## config.mk

```make
export PLATFORM = sky130hd
export DESIGN_NAME = mult_div_unit
export DESIGN_NICKNAME = d
export VERILOG_FILES = /design/src/rtl/mult_div_unit.sv
export SDC_FILE = /design/constraint.sdc
export NUM_CORES = 1
export LEC_CHECK = 0
export CORE_MARGIN = 4
export CORE_UTILIZATION = 35
export DETAILED_ROUTE_END_ITERATION = 7
export PLACE_DENSITY = 0.5
export SKIP_CTS_REPAIR_TIMING = 1
export SYNTH_ARGS = -nofsm -noshare
export SYNTH_HDL_FRONTEND = slang
export SYNTH_SLANG_ARGS = --single-unit
```

## constraint.sdc

```tcl
create_clock -name CLK -period 5.1 [get_ports CLK]
set_input_delay 1.02 -clock CLK [delete_from_list [all_inputs] [get_ports CLK]]
set_output_delay 1.02 -clock CLK [all_outputs]
set_load 0.02 [all_outputs]
```

## src/rtl/mult_div_unit.sv

```systemverilog
// Iterative MIPS HI/LO unit: MULT/MULTU/DIV/DIVU plus MTHI/MTLO, 34 cycles from start edge to result.
// busy is high from the cycle after start until the done cycle; start/mthi/mtlo are ignored while busy.
module mult_div_unit #(
  parameter int WIDTH = 32,
  parameter int ITER  = 32
) (
  input  logic             CLK,
  input  logic             RST_n,
  input  logic             start,
  input  logic [1:0]       op,
  input  logic [WIDTH-1:0] srcA,
  input  logic [WIDTH-1:0] srcB,
  input  logic             mthi,
  input  logic             mtlo,
  output logic             busy,
  output logic             done,
  output logic [WIDTH-1:0] hi,
  output logic [WIDTH-1:0] lo
);

  localparam int CW = $clog2(ITER);
  localparam logic [CW-1:0] LAST = CW'(ITER - 1);

  typedef enum logic [1:0] {
    IDLE = 2'd0,
    RUN  = 2'd1,
    FIN  = 2'd2
  } state_t;

  state_t state;
  state_t nextState;

  logic [CW-1:0]      count;
  logic               isDiv;
  logic               negRes;
  logic               negRem;
  logic               divZero;
  logic [WIDTH-1:0]   opnd;
  logic [2*WIDTH-1:0] acc;

  logic               sgnA;
  logic               sgnB;
  logic [WIDTH-1:0]   magA;
  logic [WIDTH-1:0]   magB;

  logic [WIDTH:0]     mulSum;
  logic [2*WIDTH-1:0] mulNext;
  logic [WIDTH:0]     divShift;
  logic [WIDTH+1:0]   divDiff;
  logic               divFits;
  logic [2*WIDTH-1:0] divNext;

  logic [2*WIDTH-1:0] prod;
  logic [WIDTH-1:0]   quo;
  logic [WIDTH-1:0]   rem;
  logic [WIDTH-1:0]   resHi;
  logic [WIDTH-1:0]   resLo;

  assign busy = (state != IDLE);

  // Operand magnitudes; unsigned ops never see a sign bit.
  assign sgnA = ~op[0] & srcA[WIDTH-1];
  assign sgnB = ~op[0] & srcB[WIDTH-1];
  assign magA = sgnA ? (~srcA + 1'b1) : srcA;
  assign magB = sgnB ? (~srcB + 1'b1) : srcB;

  // Multiply step: acc = {partial product, remaining multiplier bits}.
  assign mulSum  = {1'b0, acc[2*WIDTH-1:WIDTH]} + (acc[0] ? {1'b0, opnd} : '0);
  assign mulNext = {mulSum, acc[WIDTH-1:1]};

  // Restoring divide step: acc = {partial remainder, dividend/quotient bits}.
  assign divShift = {acc[2*WIDTH-1:WIDTH], acc[WIDTH-1]};
  assign divDiff  = {1'b0, divShift} - {2'b00, opnd};
  assign divFits  = ~|divDiff[WIDTH+1:WIDTH];
  assign divNext  = {(divFits ? divDiff[WIDTH-1:0] : divShift[WIDTH-1:0]),
                     acc[WIDTH-2:0], divFits};

  assign prod = negRes ? (~acc + 1'b1) : acc;
  assign quo  = acc[WIDTH-1:0];
  assign rem  = acc[2*WIDTH-1:WIDTH];

  always_comb begin
    resHi = prod[2*WIDTH-1:WIDTH];
    resLo = prod[WIDTH-1:0];
    if (isDiv) begin
      // Remainder follows the dividend sign, which also yields hi=srcA on divide-by-zero.
      resHi = negRem ? (~rem + 1'b1) : rem;
      resLo = divZero ? '1 : (negRes ? (~quo + 1'b1) : quo);
    end
  end

  always_comb begin
    nextState = state;
    case (state)
      IDLE:    if (start) nextState = RUN;
      RUN:     if (count == LAST) nextState = FIN;
      FIN:     nextState = IDLE;
      default: nextState = IDLE;
    endcase
  end

  always_ff @(posedge CLK or negedge RST_n) begin
    if (!RST_n) begin
      state <= IDLE;
    end else begin
      state <= nextState;
    end
  end

  always_ff @(posedge CLK or negedge RST_n) begin
    if (!RST_n) begin
      count   <= '0;
      isDiv   <= 1'b0;
      negRes  <= 1'b0;
      negRem  <= 1'b0;
      divZero <= 1'b0;
      opnd    <= '0;
      acc     <= '0;
      done    <= 1'b0;
      hi      <= '0;
      lo      <= '0;
    end else begin
      done <= 1'b0;
      case (state)
        IDLE: begin
          if (start) begin
            count   <= '0;
            isDiv   <= op[1];
            negRes  <= sgnA ^ sgnB;
            negRem  <= sgnA;
            divZero <= op[1] & ~|srcB;
            opnd    <= op[1] ? magB : magA;
            acc     <= {{WIDTH{1'b0}}, (op[1] ? magA : magB)};
          end else begin
            if (mthi) hi <= srcA;
            if (mtlo) lo <= srcA;
          end
        end
        RUN: begin
          acc   <= isDiv ? divNext : mulNext;
          count <= count + 1'b1;
        end
        FIN: begin
          hi   <= resHi;
          lo   <= resLo;
          done <= 1'b1;
        end
        default: ;
      endcase
    end
  end

endmodule
```

# ---- Word level (Yosys, flattened, before mapping)
# Cells that the tools add are included.
# Widths: inputs -> output; s select.
dict set report classes {
  addsub 8
  multipliers 0
  div_mod_pow 0
  n_lt_le_gt_ge 0
  eq_ne 8
  n_shift 0
  muxes 27
  bitwise 10
  n_reduce_logical 13
}
# operator n
set op_table {}
lappend op_table {{$mux 32} 15}
lappend op_table {{$mux 64} 3}
lappend op_table {{$add 32x1->32 const B} 4}
lappend op_table {{$not 32->32} 4}
lappend op_table {{$pmux 32 s2} 2}
lappend op_table {{$pmux 64 s2} 1}
lappend op_table {{$add 64x1->64 const B} 1}
lappend op_table {{$not 64->64} 1}
lappend op_table {{$sub 33x32->34} 1}
lappend op_table {{$add 32x32->33} 1}
lappend op_table {{$reduce_or 32->1} 1}
lappend op_table {{$ne 2x2->1 const B} 5}
lappend op_table {{$pmux 5 s2} 1}
lappend op_table {{$reduce_and 2->1} 3}
lappend op_table {{$reduce_and 3->1} 2}
lappend op_table {{$reduce_bool 2->1} 3}
lappend op_table {{$add 5x1->5 const B} 1}
lappend op_table {{$eq 5x5->1 const B} 1}
lappend op_table {{$mux 5} 1}
lappend op_table {{$mux 2} 2}
lappend op_table {{$pmux 2 s2} 1}
lappend op_table {{$and 1x1->1} 3}
lappend op_table {{$eq 2x1->1 const B} 1}
lappend op_table {{$eq 2x2->1 const B} 1}
lappend op_table {{other kinds (6)} 7}
dict set report word_totals {
  ff_bits 172
  latch_bits 0
  ram_bits 0
  romBits 0
  out_inout_bits 66
  mem_count 0
}

# ---- Longest topological paths before layout
dict set report logic_depth {
  word_depth 6
  ltp_mapped 16
  ltp_nobuf 14
}

# ---- Worst setup path after synthesis
# Ideal clock, no wire load.
dict set report synth_path {
  kind {register to register}
  from {register acc[0]}
  to {register acc[62]}
  setup_ps 87
  t_arrival_ps 3412
  required_ps 5013
  setup_slack_ps 1602
  path_stages_with_launch 15
  n_path_buf 1
  period_less_slack_ps 3498
  cell_sequence {dfrtp_1 -> inv_1 -> clkbuf_1 -> nor2_1 -> ha_1 -> nand2_1 -> nor3_1 -> a41oi_1 -> a211oi_1 -> o41ai_1 -> a311oi_1 -> a21oi_1 -> or4_1 -> a21o_1 -> o211ai_1}
}
dict set report synth_between {
  elab_chain_len 4
}
# item line_no
set synth_lines {}
lappend synth_lines {{start, declared} 39} ;# logic [2*WIDTH-1:0] acc;
lappend synth_lines {{start signal, assigned} 133} ;# acc <= {{WIDTH{1'b0}}, (op[1] ? magA : magB)};
lappend synth_lines {{start signal, assigned} 140} ;# acc <= isDiv ? divNext : mulNext;
lappend synth_lines {{$mux 32} 68} ;# assign mulSum = {1'b0, acc[2*WIDTH-1:WIDTH]} + (acc[0] ? {1'b0, opnd} : '0);
lappend synth_lines {{$add 32x32->33} 68}
lappend synth_lines {{$mux 64} 140}
lappend synth_lines {{$pmux 64 s2} 124} ;# case (state)
# No other way between the ends.
# A chain may end at the register's enable or synchronous reset.

# ---- Worst setup path in the final report
# Same ends and word-level chain as after synthesis.

==> summary.txt <==
Run status
  – Status: finished, final reports clean

Floorplan
  – IO Pins: 137
  – Die W: 213 µm
  – Die height: 213 µm
  – Row count: 74
  – Core Footprint: 41200 µm²
  – Initial Utilization: 35.8%
  – Die area: 45400 µm²

Clock tree
  – Worst-Skew Late Latency: 470 ps
  – H-tree lvl count: 4
  – CTS Sinks: 172
  – Root Driver: clkbuf_16
  – CTS tree: yes
  – Clk buf depth: 2
  – Inserted Clock Buffers: 17
  – Clock-pin slew on the worst setup and hold paths: 70 ps

Drt
  – Starting DRT DRC Count: 990
  – Total number of vias: 14100
  – Final ANT Viol Nets: 0
  – Avg Vias per Cell: 5.77
  – DRC errors left: 0
  – TritonRoute pass-1 iters: 5
  – Mean routed wirelength per cell: 21.4 µm
  – Final wirelength: 52400 µm

Timing
  – Slew Limit Fails: 0
  – Setup_tns: 0 ps
  – Final Hold Vio Count: 0
  – Unrepaired setup endpoints after global routing: no
  – Max-slew headroom: 21.9%
  – Hold Slack: 482 ps
  – Fmax: 229 MHz
  – Worst-margin pin slew: 1160 ps
  – Final setup skew: 15.2 ps
  – Final min period: 4370 ps
  – Final Cycle Share: 85.7%
  – Setup violators final: 0

Worst hold path
  – Min-delay src: opnd[12]
  – Hold path depth: 1
  – Worst Hold Class: reg2reg
  – Hold endpoint: opnd[12]

Synth
  – Seq/Total Area, Yosys: 29.2%
  – #FFs+latches synth: 172
  – Syn nets: 1983
  – Post-synthesis cell area: 14700 µm²
  – Distinct cells, synth: 70
  – Mapped Cells: 1840
  – Post-synthesis async set-or-reset flop share: 100%
  – EDFF count, synth: 0
  – Synth Warn #: 0
  – Post-Syn Area per Cell: 8.01 µm²
  – Synth Flop Type: dfrtp_1

Layout
  – Multi-input logic area: 9770 µm²
  – Ant diodes: 0
  – NumNets Final: 2045
  – Register area: 4310 µm²
  – Post-route design area: 17100 µm²
  – Area growth syn-to-layout: 16.2%
  – Share of layout cells above drive strength 1: 4.97%
  – Fillcell total: 4223

Power and ir drop
  – Pwr dens: 719 nW/µm²
  – Tot Pwr: 12.3 mW
  – Peak VDD IR: 0.408 mV
  – Pleak: 6.96 nW

GRT
  – Initial antenna violation count: 1
  – Total grt overflow: 0
  – Vias in the first global route: 13500
  – First-pass GRT wire length: 80700 µm
  – Largest net degree at the start of global routing: 106
  – Gr usage total: 22.8%

Place
  – I/O Buffers: 136
  – Placement Cell Area: 16500 µm²
  – Final RePlAce weighted congestion: 0.915
  – DP HPWL: 39600 µm

Flow run
  – Max Cap Viol: 0

Setup path
  – Reg-to-reg endpoint: acc[62]
  – Critical path required time: 5470 ps
  – WP data arrival: 4740 ps
  – Crit path kind: reg2reg
  – Reg2Reg Setup Slack: 730 ps
  – Worst-path maximum fanout: 26
  – CP endpoint kind: flip-flop
  – FF-to-FF path depth: 14
  – Reg-to-Reg Start: acc[0]
  – Crit start category: flip-flop
worst max-delay path, stage by stage (launching register included):
cell and delay (ps):
dfrtp_1 470, inv_1 300, buf_4 390, nor2_1 90, ha_1 370, o21ai_0 100
nor2_1 70, o31ai_1 540, a211oi_1 230, o41ai_1 600, a311oi_1 260, a21oi_1 380
o2111ai_1 170, a21o_1 200, o211ai_1 70
worst max path at each step:
| stage | start | to | slack, ps |
|---|---|---|---|
| after detailed placement | srcB[3] | acc[31] | 580 |
| final | acc[0] | acc[62] | 730 |
| after CTS | acc[0] | acc[62] | 860 |
| after floorplan | acc[0] | acc[62] | 1600 |
| after global routing | acc[0] | acc[62] | 400 |
| after global placement | srcB[3] | acc[31] | 510 |
layer usage:
| layer | global-route usage (%) | vias up | wire, µm |
|---|---|---|---|
| li1 | - | 6801 | - |
| met4 | 6.82 | 2 | 1210 |
| met3 | 3.73 | 68 | 2880 |
| met2 | 36.6 | 419 | 24100 |
| met1 | 31.8 | 6820 | 24200 |
| met5 | 0 | - | 13 |
state kept, by name, summed over array words and instances (netlist names):
| signal | count |
|---|---|
| acc | 64 |
| count | 5 |
| divZero | 1 |
| done | 1 |
| hi | 32 |
| isDiv | 1 |
| lo | 32 |
| negRem | 1 |
| negRes | 1 |
| opnd | 32 |
| state | 2 |
final cells by class:
class / instances / area share (%)
sequential: 172 / 25.1
inverter: 61 / 1.34
tap: 532 / 3.89
timing repair buffer: 162 / 9.23
clock inverter: 6 / 0.512
clock buffer: 24 / 2.81
multi-input combinational: 1488 / 57.1
kinds of logic after synthesis:
family	Yosys count	share of synthesized area (%)
flip-flops	172	29.2
buffers and inverters	180	4.65
XOR/XNOR	167	9.93
AND/OR/NAND/NOR	542	17.4
AO/OA/AOI/OAI	616	26.3
multiplexers	91	6.27
adder cells (fa/ha/maj)	72	6.22
cells in the mapped netlist (all sizes together) (13+ instances only):
| cell type | n | share of area [%] |
|---|---|---|
| nor3 | 31 | 1.1 |
| or3 | 23 | 1.0 |
| nor4 | 22 | 1.1 |
| buf | 21 | 0.59 |
| inv | 61 | 1.6 |
| dfrtp | 172 | 29 |
| nand3 | 25 | 0.88 |
| o211ai | 13 | 0.66 |
| a211oi | 66 | 3.4 |
| a21oi | 201 | 6.8 |
| mux2i | 81 | 5.5 |
| nor2 | 180 | 4.6 |
| xor2 | 104 | 6.2 |
| o21ai | 165 | 5.6 |
| nor2b | 17 | 0.72 |
| nand2 | 161 | 4.1 |
| a22oi | 19 | 0.97 |
| or4 | 14 | 0.79 |
| xnor2 | 63 | 3.7 |
| a21o | 23 | 1.2 |
| clkbuf | 98 | 2.5 |
| ha | 70 | 5.9 |
| o31ai | 23 | 1.2 |
| a221o | 33 | 2.2 |
| nand2b | 24 | 1.0 |
power breakdown:
group	total (mW)	switching (mW)	internal, mW
combinational	8.03	4.67	3.37
sequential	2.93	0.884	2.05
clock	1.34	0.585	0.754
total	12.3	6.14	6.17
cell usage in the layout, fill, tap and decap left out, drive strengths merged, types with 31 or more instances in the layout:
cell and n:
a211oi 66, xnor2 63, xor2 104, o21ai 165
a21oi 201, a221o 33, nor2 180, nor3 31
inv 61, clkdlybuf4s50 134, ha 70, dfrtp 172
nand2 161, mux2i 81
through the flow:
stage | std cells | setup WS (ps) | utilization, %
floorplan | 1840 | 1600 | -
global placement | 2415 | 513 | 40.2
global route | 2445 | 397 | 41.5
finish | 2445 | 730 | 41.5
CTS | 2445 | 859 | 41.5
detailed placement | 2415 | 577 | 40.2
Power figures use the tool's default switching activity.
